$ cat config.mk
export PLATFORM = sky130hd
export DESIGN_NAME = maze_mem_arbiter
export DESIGN_NICKNAME = d
export VERILOG_FILES = /design/src/rtl/maze_mem_arbiter.sv
export SDC_FILE = /design/constraint.sdc
export NUM_CORES = 1
export LEC_CHECK = 0
export ABC_CLOCK_PERIOD_IN_PS = 2400
export CAP_MARGIN = 0
export CORE_UTILIZATION = 35
export DETAILED_ROUTE_END_ITERATION = 10
export PLACE_DENSITY = 0.75
export SLEW_MARGIN = 15
export SYNTH_ARGS = -nofsm -noshare
export SYNTH_HDL_FRONTEND = slang
export SYNTH_SLANG_ARGS = --single-unit
$ cat constraint.sdc
create_clock -name clk -period 2.4 [get_ports clk]
set_input_delay 0.36 -clock clk [delete_from_list [all_inputs] [get_ports clk]]
set_output_delay 0.36 -clock clk [all_outputs]
set_load 0.02 [all_outputs]
$ cat src/rtl/maze_mem_arbiter.sv
// Round-robin arbiter sharing the single-port maze cell RAM between N_REQ requesters.
// Define MAZE_ARB_LOCK_EN to let a requester hold the RAM across a locked burst.
module maze_mem_arbiter #(
  parameter int unsigned N_REQ  = 3,
  parameter int unsigned ADDR_W = 8,
  parameter int unsigned DATA_W = 1
) (
  input  logic                       clk,
  input  logic                       rst_n,
  input  logic [N_REQ-1:0]           req,
  input  logic [N_REQ-1:0]           req_we,
  input  logic [N_REQ*ADDR_W-1:0]    req_addr,
  input  logic [N_REQ*DATA_W-1:0]    req_wdata,
  input  logic [N_REQ-1:0]           req_lock,
  output logic [N_REQ-1:0]           gnt,
  output logic [N_REQ-1:0]           rvalid,
  output logic [DATA_W-1:0]          rdata,
  output logic                       mem_en,
  output logic                       mem_we,
  output logic [ADDR_W-1:0]          mem_addr,
  output logic [DATA_W-1:0]          mem_wdata,
  input  logic [DATA_W-1:0]          mem_rdata,
  output logic                       busy
);

  localparam int unsigned OwnW = (N_REQ > 1) ? $clog2(N_REQ) : 1;
  localparam int unsigned IdxW = OwnW + 1;

  typedef enum logic [1:0] {StIdle, StIssue, StResp} state_e;

  state_e              state_q;
  logic [OwnW-1:0]     owner_q;
  logic [OwnW-1:0]     rr_q;
  logic [N_REQ-1:0]    gnt_q;
  logic [N_REQ-1:0]    rvalid_q;
  logic                mem_en_q;
  logic                mem_we_q;
  logic [ADDR_W-1:0]   mem_addr_q;
  logic [DATA_W-1:0]   mem_wdata_q;
  logic                busy_q;

  logic [OwnW-1:0]     next_owner;
  logic [OwnW-1:0]     search_start;
  logic [OwnW-1:0]     winner;
  logic [OwnW-1:0]     cand;
  logic [IdxW-1:0]     idx;
  logic                found;
  logic                sel_we;
  logic [ADDR_W-1:0]   sel_addr;
  logic [DATA_W-1:0]   sel_wdata;

`ifdef MAZE_ARB_LOCK_EN
  logic                lock_q;
  logic                lock_hold;
`else
  logic                unused_req_lock;
  assign unused_req_lock = ^req_lock;
`endif

  function automatic logic [N_REQ-1:0] one_hot(input logic [OwnW-1:0] sel);
    logic [N_REQ-1:0] v;
    v      = '0;
    v[sel] = 1'b1;
    return v;
  endfunction

  always_comb begin
    next_owner = (owner_q == OwnW'(N_REQ - 1)) ? '0 : owner_q + OwnW'(1);
  end

  // Winner: first requesting port at or above the search start, wrapping.
  always_comb begin
    search_start = rr_q;
`ifdef MAZE_ARB_LOCK_EN
    lock_hold = lock_q && req[owner_q] && req_lock[owner_q];
    if (lock_q) begin
      search_start = next_owner;
    end
`endif
    winner = search_start;
    found  = 1'b0;
    idx    = '0;
    cand   = '0;
    for (int i = 0; i < int'(N_REQ); i++) begin
      idx = {1'b0, search_start} + IdxW'(i);
      if (idx >= IdxW'(N_REQ)) begin
        idx = idx - IdxW'(N_REQ);
      end
      cand = idx[OwnW-1:0];
      if (!found && req[cand]) begin
        winner = cand;
        found  = 1'b1;
      end
    end
`ifdef MAZE_ARB_LOCK_EN
    if (lock_hold) begin
      winner = owner_q;
      found  = 1'b1;
    end
`endif
  end

  always_comb begin
    sel_we    = 1'b0;
    sel_addr  = '0;
    sel_wdata = '0;
    for (int i = 0; i < int'(N_REQ); i++) begin
      if (OwnW'(i) == winner) begin
        sel_we    = req_we[i];
        sel_addr  = req_addr[i*ADDR_W +: ADDR_W];
        sel_wdata = req_wdata[i*DATA_W +: DATA_W];
      end
    end
  end

  always_ff @(posedge clk or negedge rst_n) begin
    if (!rst_n) begin
      state_q     <= StIdle;
      owner_q     <= '0;
      rr_q        <= '0;
      gnt_q       <= '0;
      rvalid_q    <= '0;
      mem_en_q    <= 1'b0;
      mem_we_q    <= 1'b0;
      mem_addr_q  <= '0;
      mem_wdata_q <= '0;
      busy_q      <= 1'b0;
`ifdef MAZE_ARB_LOCK_EN
      lock_q      <= 1'b0;
`endif
    end else begin
      gnt_q    <= '0;
      rvalid_q <= '0;
      mem_en_q <= 1'b0;
      unique case (state_q)
        StIdle: begin
`ifdef MAZE_ARB_LOCK_EN
          // Lock released: step the pointer past the previous owner.
          if (lock_q && !lock_hold) begin
            lock_q <= 1'b0;
            rr_q   <= next_owner;
          end
`endif
          if (found) begin
            state_q     <= StIssue;
            owner_q     <= winner;
            mem_we_q    <= sel_we;
            mem_addr_q  <= sel_addr;
            mem_wdata_q <= sel_wdata;
            gnt_q       <= one_hot(winner);
            mem_en_q    <= 1'b1;
            busy_q      <= 1'b1;
          end else begin
            busy_q <= 1'b0;
          end
        end
        StIssue: begin
`ifdef MAZE_ARB_LOCK_EN
          if (req_lock[owner_q]) begin
            lock_q <= 1'b1;
          end else begin
            lock_q <= 1'b0;
            rr_q   <= next_owner;
          end
`else
          rr_q <= next_owner;
`endif
          if (mem_we_q) begin
            state_q <= StIdle;
            busy_q  <= 1'b0;
          end else begin
            state_q  <= StResp;
            rvalid_q <= one_hot(owner_q);
          end
        end
        StResp: begin
          state_q <= StIdle;
          busy_q  <= 1'b0;
        end
        default: begin
          state_q <= StIdle;
          busy_q  <= 1'b0;
        end
      endcase
    end
  end

  assign gnt       = gnt_q;
  assign rvalid    = rvalid_q;
  // RAM output is already registered, so read data is forwarded during the response cycle.
  assign rdata     = (|rvalid_q) ? mem_rdata : '0;
  assign mem_en    = mem_en_q;
  assign mem_we    = mem_we_q;
  assign mem_addr  = mem_addr_q;
  assign mem_wdata = mem_wdata_q;
  assign busy      = busy_q;

endmodule

==> results.md <==
- Design Power: 3.22 mW
- Clock Pin Slew Worst Setup and Hold Paths: 0.09 ns
- Routed wire length per instance: 14.0 um
- Share of cells above drive strength 1: 16.4%
- Clock Latency Late Sink: 0.28 ns
- Core Util, Final: 57.5%
- DR vias/cell: 5.09
- Cell area after synthesis: 1340 um^2
- Worst slew margin: 73.1%
- Number of port buffers: 54
- Final Cycle Share: 94.8%
- Tot GR Track Use: 16.2%
- Max FO, Critical Path: 6
- Final min period: 2.28 ns
- CP Cell Sequence: inv_2 -> ha_2 -> and3b_1 -> o21ba_4 -> a311oi_4 -> o22ai_4 -> buf_12 -> nor4b_1 -> a211oi_1
- Worst Reg-to-Reg Cells: 9
- Fin nets: 226
- Share of the synthesized area in the top cell type: 44.8%
- Power Density: 1530 nW/um^2
- Rows: 22
- Place WS: -0.0381 ns
- GRT overflow: 0
- Footprint of the multi-input gates: 682 um^2
- Critical Path AT: 2.46 ns
- Post-synth cell types: 36
- Highest ir drop seen on vdd: 728 uV
- Final worst setup slack: 0.124 ns
- Post-synth top flop: dfrtp_1
- Final Max Tran Viols: 0
- Hold Path Class: in -> async
- Kind of end point of the critical path: flip-flop
- Number of buffers created by CTS: 3
- Die Wd: 63.9 um
- Drt pass-1 iters: 4
- Max frequency: 439 MHz
- Die area: 4080 um^2
- CP max-delay cell: dfrtp_1
- # DRC: 0
- Final TNS setup: 0 ns
- Hold Slack: 0.435 ns
- Synth warnings: 0
- Final hold violation count: 0
- Post-Syn Nets: 165
- FF+latch count, synth: 24
- Async S/R FF share, synth: 100%
- Die Span Y: 63.9 um
- Layout area overhead: 57.0%
- Most common cell after layout, fill and taps aside: clkdlybuf4s50_1
- Core area: 3660 um^2
- Ports: 58
- Status: finished, final reports clean
- Critical path type: reg -> reg
- Leakage: 0.905 nW
- Register area share after synthesis: 44.8%
- Detailed-route wire length: 3.23 mm
- Clk_skew: 0.00897 ns
- RSZ-0062 raised after global routing: no
- Worst path required time: 2.58 ns
- Starting Density: 36.6%
- CTS tree: built
- Max stage delay on crit path: 0.45 ns
- Post-synth EDFFs: 0
- GPL Wtd Cong: 0.727
- Top post-synthesis cells by area: dfrtp_1 45%, mux2i_1 9.0%, o211ai_1 4.5%
- Filler cells: 307
- Antenna-violating nets left: 0
- Antenna violations before repair: 0
- N_diodes: 0
- Clk sink count: 24
- Synthesized instance count: 123
- Max Buffers Root-to-Sink: 2
- Worst-Margin Slew: 0.400 ns
- Synth area leader: dfrtp_1
- CTS root buffer: clkbuf_8
- Max-Cap Viols: 0
- Cts hold-fix bufs: 0
- First-pass GRT wire length: 5.05 mm
- DR iter-0 viols: 35
- Syn Area/Cell: 10.9 um^2
- H-tree Lvls: 1
- DP Wirelength: 2.32 mm
- Pin count of the biggest net entering global routing: 25
- Startpoint Class: flip-flop
- Setup violators final: 0
- Flip-flop and latch area: 602 um^2
- Vias in the first global route: 1137
- Via count: 1175
- Most frequent cells in the layout: 54 x clkdlybuf4s50_1, 23 x dfrtp_1, 15 x nand2_1, 11 x mux2i_1
metal layers:
layer  global-route usage [%]  wire length [um]
met1                     18.8              1330
met2                     26.6              1600
met3                     5.18               247
met4                     8.52                56
met5                        0                 0
stage by stage:
stage | instance area, um^2 | std cells
finish | 2110 | 231
global route | 2110 | 231
CTS | 2000 | 227
detailed placement | 1920 | 223
global placement | 1920 | 223
floorplan | 1340 | 123
area by class of cell:
| type | count | share of cell area, % |
|---|---|---|
| multi-input cells | 86 | 32.4 |
| repair buffers | 65 | 31.8 |
| flip-flops and latches | 24 | 28.6 |
| well taps | 48 | 2.85 |
| clock buffers | 3 | 1.96 |
| clock inverters | 1 | 1.43 |
| inverters | 4 | 0.951 |
critical path: cells and delay by family, from the launching register on:
family / cells / cell delay, ns
compound gates: 4 / 0.89
flops: 1 / 0.45
simple gates: 2 / 0.36
buf+inv: 2 / 0.26
fa+ha+maj: 1 / 0.20
synthesized netlist by cell type, drive strengths merged (2+ instances only):
| master | instances |
|---|---|
| dfrtp | 24 |
| nand2 | 15 |
| mux2i | 12 |
| buf | 8 |
| nand4 | 8 |
| o211ai | 8 |
| nor2 | 6 |
| nand2b | 5 |
| ha | 3 |
| inv | 3 |
| nand3b | 3 |
| nor4b | 3 |
| o22ai | 3 |
| a211oi | 2 |
| a21o | 2 |
| o21a | 2 |
| o21ai | 2 |
state kept, by name (all words and copies together) (netlist names):
| signal | cells |
|---|---|
| mem_we | 1 |
| busy | 1 |
| rr_q | 2 |
| owner_q | 2 |
| mem_addr | 8 |
| mem_wdata | 1 |
| state_q | 2 |
| mem_en | 1 |
| rvalid | 3 |
| gnt | 3 |
repair_timing:
item                       4_1_cts  5_1_grt
setup endpoints to repair        5       10
pin swaps                        0        5
gates cloned                     0        2
setup buffers                    0        2
resized for setup                3        9
report_power, final:
part           switching [mW]  leakage (nW)  internal, mW
registers               0.119         0.302         0.589
clock network           0.136        0.0357         0.223
logic                    1.07         0.567          1.09
total                    1.32         0.905          1.90
logic make-up (layout without fill, tap and decap cells):
logic type,Yosys count,in the layout,synth area share [%]
buffers and inverters,13,73,7.93
adder cells (fa/ha/maj),3,3,2.80
AND/OR/NAND/NOR,45,45,19.0
multiplexers,12,12,8.96
flip-flops,24,24,44.8
AO/OA/AOI/OAI,26,26,16.5
path summary, 6_finish.rpt:
check | from | endpoint | slack, ns
max in group asynchronous | rst_n | rr_q[0] | 1.72
worst max-delay path | rr_q[1] | mem_addr[3] | 0.12
worst min-delay path | rst_n | state_q[1] | 0.43
min in group clk | busy | busy | 0.50
worst max register to register | rr_q[1] | mem_addr[3] | 0.12
worst min register to register | busy | busy | 0.50
No activity file was read; power rests on OpenSTA's default activity.
